**src/rtl/lock_ctrl.sv**
```systemverilog
// lock_ctrl: digit-code lock FSM with fail lockout; optional auto-relock via LOCK_AUTORELOCK_EN
module lock_ctrl #(
    parameter int CODE_LEN = 4,
    parameter logic [CODE_LEN*4-1:0] SECRET = 16'h1234,
    parameter int MAX_FAIL = 3,
    parameter int LOCKOUT_CYCLES = 8,
    parameter int AUTO_RELOCK_CYCLES = 16
) (
    input  logic       clk,
    input  logic       rst,
    input  logic [3:0] digit,
    input  logic       digit_valid,
    input  logic       clear,
    input  logic       lock_req,
    output logic       state,
    output logic       err,
    output logic       lockout,
    output logic [2:0] digit_cnt
);
    localparam int W = CODE_LEN * 4;
    localparam int FW = $clog2(MAX_FAIL + 1);
    localparam int TMAX = LOCKOUT_CYCLES > AUTO_RELOCK_CYCLES ? LOCKOUT_CYCLES : AUTO_RELOCK_CYCLES;
    localparam int TW = $clog2(TMAX + 1);
    typedef enum logic [2:0] {IDLE, ENTRY, CHECK, UNLOCKED, LOCKOUT} st_t;
    st_t fsm;
    logic [W-1:0] code;
    logic [FW-1:0] fails;
    logic [TW-1:0] timer;
    always_ff @(posedge clk) begin
        if (rst) begin
            fsm <= IDLE;
            state <= 1'b0;
            err <= 1'b0;
            lockout <= 1'b0;
            digit_cnt <= '0;
            code <= '0;
            fails <= '0;
            timer <= '0;
        end else begin
            err <= 1'b0;
            case (fsm)
                IDLE, ENTRY: begin
                    if (clear) begin
                        code <= '0;
                        digit_cnt <= '0;
                        fsm <= IDLE;
                    end else if (digit_valid) begin
                        code <= {code[W-5:0], digit};
                        if (digit_cnt == 3'(CODE_LEN - 1)) begin
                            digit_cnt <= '0;
                            fsm <= CHECK;
                        end else begin
                            digit_cnt <= digit_cnt + 3'd1;
                            fsm <= ENTRY;
                        end
                    end
                end
                CHECK: begin
                    code <= '0;
                    if (code == SECRET) begin
                        fsm <= UNLOCKED;
                        state <= 1'b1;
                        fails <= '0;
                    end else begin
                        err <= 1'b1;
                        fails <= (fails == FW'(MAX_FAIL)) ? fails : fails + FW'(1);
                        if (fails >= FW'(MAX_FAIL - 1)) begin
                            fsm <= LOCKOUT;
                            lockout <= 1'b1;
                            timer <= '0;
                        end else begin
                            fsm <= IDLE;
                        end
                    end
                end
                UNLOCKED: begin
                    if (lock_req) begin
                        fsm <= IDLE;
                        state <= 1'b0;
                        timer <= '0;
                    end
`ifdef LOCK_AUTORELOCK_EN
                    else if (timer == TW'(AUTO_RELOCK_CYCLES - 1)) begin
                        fsm <= IDLE;
                        state <= 1'b0;
                        timer <= '0;
                    end else begin
                        timer <= timer + TW'(1);
                    end
`endif
                end
                LOCKOUT: begin
                    if (timer == TW'(LOCKOUT_CYCLES - 1)) begin
                        fsm <= IDLE;
                        lockout <= 1'b0;
                        fails <= '0;
                        timer <= '0;
                    end else begin
                        timer <= timer + TW'(1);
                    end
                end
                default: fsm <= IDLE;
            endcase
        end
    end
endmodule

```
**config.mk**
```make
export PLATFORM = sky130hd
export DESIGN_NAME = lock_ctrl
export DESIGN_NICKNAME = d
export VERILOG_FILES = /design/src/rtl/lock_ctrl.sv
export SDC_FILE = /design/constraint.sdc
export NUM_CORES = 1
export LEC_CHECK = 0
export ABC_CLOCK_PERIOD_IN_PS = 1780
export CORE_MARGIN = 2
export CORE_UTILIZATION = 41
export DETAILED_ROUTE_END_ITERATION = 8
export GPL_TIMING_DRIVEN = 0
export PLACE_DENSITY_LB_ADDON = 0.15
export SYNTH_ARGS = -nofsm -noshare
export SYNTH_HDL_FRONTEND = slang
export SYNTH_SLANG_ARGS = --single-unit
```
**constraint.sdc**
```tcl
create_clock -name clk -period 1.78 [get_ports clk]
set_input_delay 0.178 -clock clk [delete_from_list [all_inputs] [get_ports clk]]
set_output_delay 0.178 -clock clk [all_outputs]
set_load 0.01 [all_outputs]
```
==> results.md <==
* Area leader, netlist: dfxtp_1
* YS warnings at 0
* Distinct cells, synth at 44
* Synthesized Nets at 167
* Critical Path Fanout Max at 8
* HPWL Detailed at 2240 um
* PwrDens at 779 mW/mm^2
* Antenna Violating Nets Remaining at 0
* CP Depth at 5
* RD Place Congestion at 0.811
* Die area at 0.00413 sq mm
* Post-Syn Area per Cell at 9.68 sq um
* #FFs+latches synth at 32
* Sum Neg Setup Slack at 0 ns
* Max cap viols at 0
* Cts bufs inserted at 5
* Clock network fraction of total power at 39.1%
* Synthesized instance count at 154
* Critical-path cell list: nor4b_1 > and4_1 > buf_2 > nand2_1 > a2111oi_4
* Net switching power at 0.333 mW
* Reg area at 641 sq um
* Outcome: finished clean
* First-pass GRT wire length at 5400 um
* Clock transition at path regs at 0.11 ns
* Initial core utilization at 43.6%
* RSZ-0062 raised after global routing: false
* PortBufs at 13
* Maximum vdd drop at 0.720 mV
* Grt total ovfl at 0
* Initial DRC Count at 76
* Max Clock Skew at 0.00542 ns
* CTS tree: done
* Int Pwr at 1.07 mW
* Flop pwr share at 52.4%
* Worst setup endpoint: fsm[1]$_SDFFE_PP0P_
* FF-to-FF End: fsm[1]$_SDFFE_PP0P_
* Final hold viol count at 0
* Most common library cell in the layout ignoring fill and taps: dfxtp_1
* Drt total wl at 3250 um
* Fraction of registers with async set/reset at 0%
* Largest net degree at the start of global routing at 12
* Die Width at 64.3 um
* Via count at 1257
* Rows at 21
* Worst skew pair latency at 0.32 ns
* Area growth from synthesis to layout at 21.2%
* DRC at 0
* Layout cells sized above 1 at 17.3%
* Register-to-Register Path Depth at 5
* Tcrit/Tclk final at 93.3%
* Setup slack, reg-to-reg at 0.12 ns
* Post-synth EDFFs at 0
* Clock tree root driver cell: clkbuf_4
* Crit start category: flop
* Sw frac at 23.7%
* Number of buffers and inverters on the critical path at 1
* First-pass DRT Iterations at 5
* GRT Overall Usage at 16.6%
* Initial antenna violation count at 0
* Fillcell total at 317
* Gate power share at 8.4%
* DR vias/cell at 5.59
* Pleak at 0.619 nW
* Worst EP arrival at 1.89 ns
* Clock Sinks at 32
* Hold depth at 2
* Vias in the first global route at 1159
* Crit path max-delay family: simple AND/OR/NAND/NOR gates
* CP max-delay cell: dfxtp_1
* Cell Area, Synth at 0.00149 sq mm
* Min cycle time layout at 1.66 ns
* DR WL/cell at 14.4 um
* Rel. slew slack at 65.6%
* Worst-Margin Slew at 0.515 ns
* Placeable Area at 0.00342 sq mm
* Sequential area share after synthesis at 43.0%
* Crit path from: code[0]$_SDFFE_PP0P_
* Crit Path Class: reg -> reg
* Multi-input logic area at 800 sq um
* Top cell type's share of synthesized area at 43.0%
* Final Slew Violations at 0
* CP Capture Type: flop
* Diodes inserted at 0
* Worst EP required at 2.01 ns
* Final net count at 191
* Final hold slack at 0.301 ns
* CTS Buffer Depth at 2
* Largest stage delay on the critical path at 0.35 ns
* Largest cells by area after synthesis: dfxtp_1 (43%), a22oi_1 (8.6%), nor2_1 (6.3%)
* Top_reg_cell synth: dfxtp_1
* Post-layout power at 1.41 mW
* Die Y at 64.3 um
* HP Class: in -> reg
* H-Tree Depth at 2
* FF-to-FF Start: code[0]$_SDFFE_PP0P_
* Io pins at 15
* Most frequent cells in the layout: dfxtp_1 (32), nor2_1 (25), a22oi_1 (17), clkdlybuf4s50_1 (13), nand2_1 (8)
* Max Clk Rate at 602 MHz
* Final Setup Violations at 0
==> Yosys cell counts (3+ instances only) <==
cell and instances:
a22oi_1 17, nand2_1 8, a211oi_1 3, nand3b_1 3, inv_1 3, buf_2 3
nor4b_1 3, nor2_1 25, a21oi_1 4, ha_1 4, nand2b_1 3, clkbuf_1 4
dfxtp_1 32
==> final cells by class <==
class / instances / share of cell area [%]
Clock inverter: 3 / 2.35
Buffer: 10 / 3.19
Timing Repair Buffer: 17 / 8.86
Inverter: 3 / 0.623
Clock buffer: 5 / 2.08
Multi-Input combinational cell: 109 / 44.3
Sequential cell: 32 / 35.5
Tap cell: 46 / 3.19
==> power by group through the flow <==
stage	logic [mW]	clock network, mW	registers, mW
after CTS	0.112	0.573	0.738
final	0.119	0.551	0.738
after global placement	0.110	0	0.753
after floorplan	0.0717	0	0.752
after detailed placement	0.112	0	0.754
after global routing	0.129	0.613	0.740
==> stage by stage <==
step	std cells	area (sq um)	setup WS [ns]	util, %
floorplan	154	1490	0.214	-
global placement	213	1680	-0.184	49.1
detailed placement	213	1680	-0.212	49.1
CTS	221	1770	0.0629	51.7
global route	225	1810	0.0168	52.9
finish	225	1810	0.120	52.9
==> what timing repair did <==
| action | 4_1_cts | 5_1_grt |
|---|---|---|
| cloned | 0 | 0 |
| hold buffers | 0 | 0 |
| setup endpoints to repair | 3 | 15 |
| resized for setup | 1 | 2 |
| pin swaps | 0 | 1 |
| buffers inserted | 0 | 4 |
==> how the worst min path moves through the flow <==
stage,slack (ns),startpoint,endpoint
after floorplan,0.33,digit[0],code[0]$_SDFFE_PP0P_
after global placement,0.45,state$_SDFFE_PP0P_,state$_SDFFE_PP0P_
after CTS,0.28,rst,fsm[1]$_SDFFE_PP0P_
final,0.30,rst,fsm[1]$_SDFFE_PP0P_
after detailed placement,0.46,lockout$_SDFFE_PP0P_,lockout$_SDFFE_PP0P_
after global routing,0.31,rst,fsm[1]$_SDFFE_PP0P_
==> logic make-up (layout without fill, tap and decap cells) <==
| family | count (synthesis) | count (layout) | share of synthesized area [%] |
|---|---|---|---|
| buf+inv | 13 | 38 | 4.62 |
| flops | 32 | 32 | 43.0 |
| simple gates | 65 | 65 | 26.3 |
| compound gates | 38 | 38 | 21.4 |
| mux | 2 | 2 | 1.34 |
| fa+ha+maj | 4 | 4 | 3.36 |
==> routing by layer <==
| metal | vias up | share of wire (%) | track usage [%] |
|---|---|---|---|
| met5 | - | 0 | 0 |
| met4 | 0 | 0.34 | 4.26 |
| met3 | 2 | 4.9 | 5.63 |
| met2 | 35 | 46 | 25.1 |
| met1 | 596 | 48 | 22.7 |
| li1 | 624 | - | - |
==> flip-flops by register name (all words and copies together), names as in the netlist <==
register and cells:
code 16, digit_cnt 3, err 1, fails 2
fsm 3, lockout 1, state 1, timer 5
Note: power is estimated with default switching activity, not from simulation.
==> RTL change, RTL diff (config.mk and constraints unchanged) <==
Build with the macro `LOCK_AUTORELOCK_EN` defined.
--- a/src/rtl/lock_ctrl.sv
+++ b/src/rtl/lock_ctrl.sv
@@ -1,3 +1,5 @@
 // lock_ctrl: digit-code lock FSM with fail lockout; optional auto-relock via LOCK_AUTORELOCK_EN
+`define LOCK_AUTORELOCK_EN
+
 module lock_ctrl #(
     parameter int CODE_LEN = 4,
Formal check against the unedited RTL: no difference found for any inputs over 10 cycles, from zero or initial values and one cycle with rst high; that may be too few to reach the edited logic, so the function may still have changed.
==> RTL change against the original RTL <==
  * Synthesized cell count is 9.7% higher
  * Synthesized area is 0.34% higher
  * Sequential share of layout area is 1.2 points higher
  * Setup slack worse by 0.021 ns
  * Sequential cell count stayed put
  * Wire length is 3.9% lower
  * Non-clock buffer count is 7 lower
  * Via count is 1.9% higher
  * Total power is 11% lower
  * Final area is 3.3% lower
  * Maximum frequency is 1.2% lower
  * Count of clock-buffer cells in the layout is 3 higher
  * Combinational power is 27% lower
==> RTL change: results (changes against the original RTL) <==
Setup path
  • Top delay family on crit path: simple AND/OR/NAND/NOR gates (unchanged)
  • CP Data Arrival Time: roughly 1.9 ns
  • CP max-delay cell: or4b_4 (was dfxtp_1)
  • Highest net fanout along the worst path: 7 (was 8)
  • Critical Path Max Stage Delay: 0.54 ns (was 0.35 ns)

Run status
  • Run status: completed (unchanged)

Finish
  • Layout cells sized above 1: 9.57% (was 17.3%)
  • Number of antenna diodes: 0 (unchanged)
  • Top Registers: code x16, timer x5 (unchanged)
  • Number of fill cells in the layout: 334 (was 317)
  • Fin nets: 202 (was 191)

Routing
  • Final ANT Viol Nets: 0 (unchanged)
  • DRT Wirelength: 3120 µm (was 3250 µm)
  • DRT iter0 DRCs: 72 (was 76)
  • Via count: 1,281 (was 1,257)
  • DRT Pass-1 Iters: 4 (was 5)

Yosys
  • Register area share after synthesis: 42.8% (was 43.0%)
  • Synth unique cells: 43 (was 44)
  • Top post-synthesis cells by count: dfxtp_1 (32), a21oi_1 (19), nand2_1 (18), nand3b_1 (16), nor2_1 (9) (was dfxtp_1 (32), nor2_1 (25), a22oi_1 (17), nand2_1 (8))
  • Warnings from Yosys: 0 (unchanged)
  • Synth area leaders: dfxtp_1 (43%), nand3b_1 (8.0%), a21oi_1 (6.4%), ha_1 (5.0%), nand2_1 (4.5%) (was dfxtp_1 (43%), a22oi_1 (8.6%), nor2_1 (6.3%), ha_1 (3.4%), nand2_1 (2.0%))
  • Syn nets: 184 (was 167)
  • Asr flop ratio synth: 0% (unchanged)
  • Top_reg_cell synth: dfxtp_1 (unchanged)

Power
  • Max VDD drop: 0.511 mV (was 0.720 mV)
  • Cell Pwr Density: 713 mW/mm² (was 779 mW/mm²)
  • Leak Pwr: 0.604 nW (was 0.619 nW)

CTS
  • Clock slew at the register clock pins of the worst setup and hold paths: 0.09 ns (was 0.11 ns)
  • TritonCTS Buffers: 5 (unchanged)
  • Post-CTS setup repair buffer count: 0 (unchanged)
  • Worst-Skew Late Latency: ~0.33 ns
  • Clock Root Buffer: clkbuf_4 (unchanged)
  • Post-CTS sizing: 1 (unchanged)
  • H-tree levels: 2 (unchanged)
  • Worst-case clock buffer depth: 2 (unchanged)

Timing
  • Worst slew pin tran: 0.576 ns (was 0.515 ns)
  • Clock skew: 0.00953 ns (was 0.00542 ns)

Worst hold path
  • Worst min-delay path category: in2reg (unchanged)

GRT
  • Met3 usage: 5.81% (was 5.63%)
  • Initial antenna violation count: 0 (unchanged)
  • Vias in the first global route: 1,225 (was 1,159)
  • M1 GR Usage: 22.7% (about the same)
  • Gr usage total: 17.1% (was 16.6%)
  • Largest net degree at the start of global routing: 11 (was 12)
  • GRT met2 Usage: 26.2% (was 25.1%)
  • First-pass GRT wire length: 5560 µm (was 5400 µm)

Placed design
  • Dpl hpwl: 2260 µm (was 2240 µm)
  • IO buf count: 11 (was 13)
  • Placed cell area: 0.00166 mm² (was 0.00168 mm²)
  • Final Wtd Congestion: 0.760 (was 0.811)
  • Place WS: -0.00734 ns (was -0.212 ns)
RTL change: layer usage:
metal  up-vias  routed length (µm)
met4         0                  34
met3         4                 135
met2        24                1350
li1        646                   -
met5         -                   0
met1       607                1600
RTL change: stage by stage:
stage,hold WS (ns),setup TNS (ns),std cells,power (mW)
after floorplan,0.342,0,169,0.802
after global placement,0.439,0,226,0.832
after detailed placement,0.448,-0.00734,226,0.834
after CTS,0.313,0,234,1.26
after global routing,0.372,-0.0878,234,1.30
final,0.322,0,234,1.25
RTL change: cell families (layout without fill, tap and decap cells):
group                    count (synthesis)  count (layout)  synth area share [%]
AND/OR/NAND/NOR                         71              71                  28.4
XOR/XNOR                                 1               1                 0.586
adder cells (fa/ha/maj)                  6               6                  5.02
multiplexers                             2               2                  1.42
buffers and inverters                   14              33                  3.77
AO/OA/AOI/OAI                           43              43                  18.0
flip-flops                              32              32                  42.8
RTL change: final cells by class:
class	count	share of cell area, %
Timing Repair Buffer	11	6.30
Clock buffer	8	3.37
Sequential cell	32	36.7
Inverter	5	1.07
Buffer	9	2.15
Tap cell	46	3.30
Multi-Input combinational cell	123	47.1
RTL change: final timing paths:
| check | slack, ns | startpoint | endpoint | cells past startpoint |
|---|---|---|---|---|
| worst min register to register | 0.46 | code[14] | code[14] | 2 |
| worst max register to register | 0.1 | fsm[2] | fails[1] | 4 |
| worst max-delay path | 0.1 | fsm[2] | fails[1] | 4 |
| worst min-delay path | 0.32 | digit_valid | code[6] | 3 |
RTL change: report_power, final:
part / leakage [nW] / total [mW] / switching [mW] / internal [mW]
combinational: 0.313 / 0.0872 / 0.0493 / 0.0379
sequential: 0.259 / 0.732 / 0.00798 / 0.724
clock: 0.0326 / 0.426 / 0.231 / 0.195
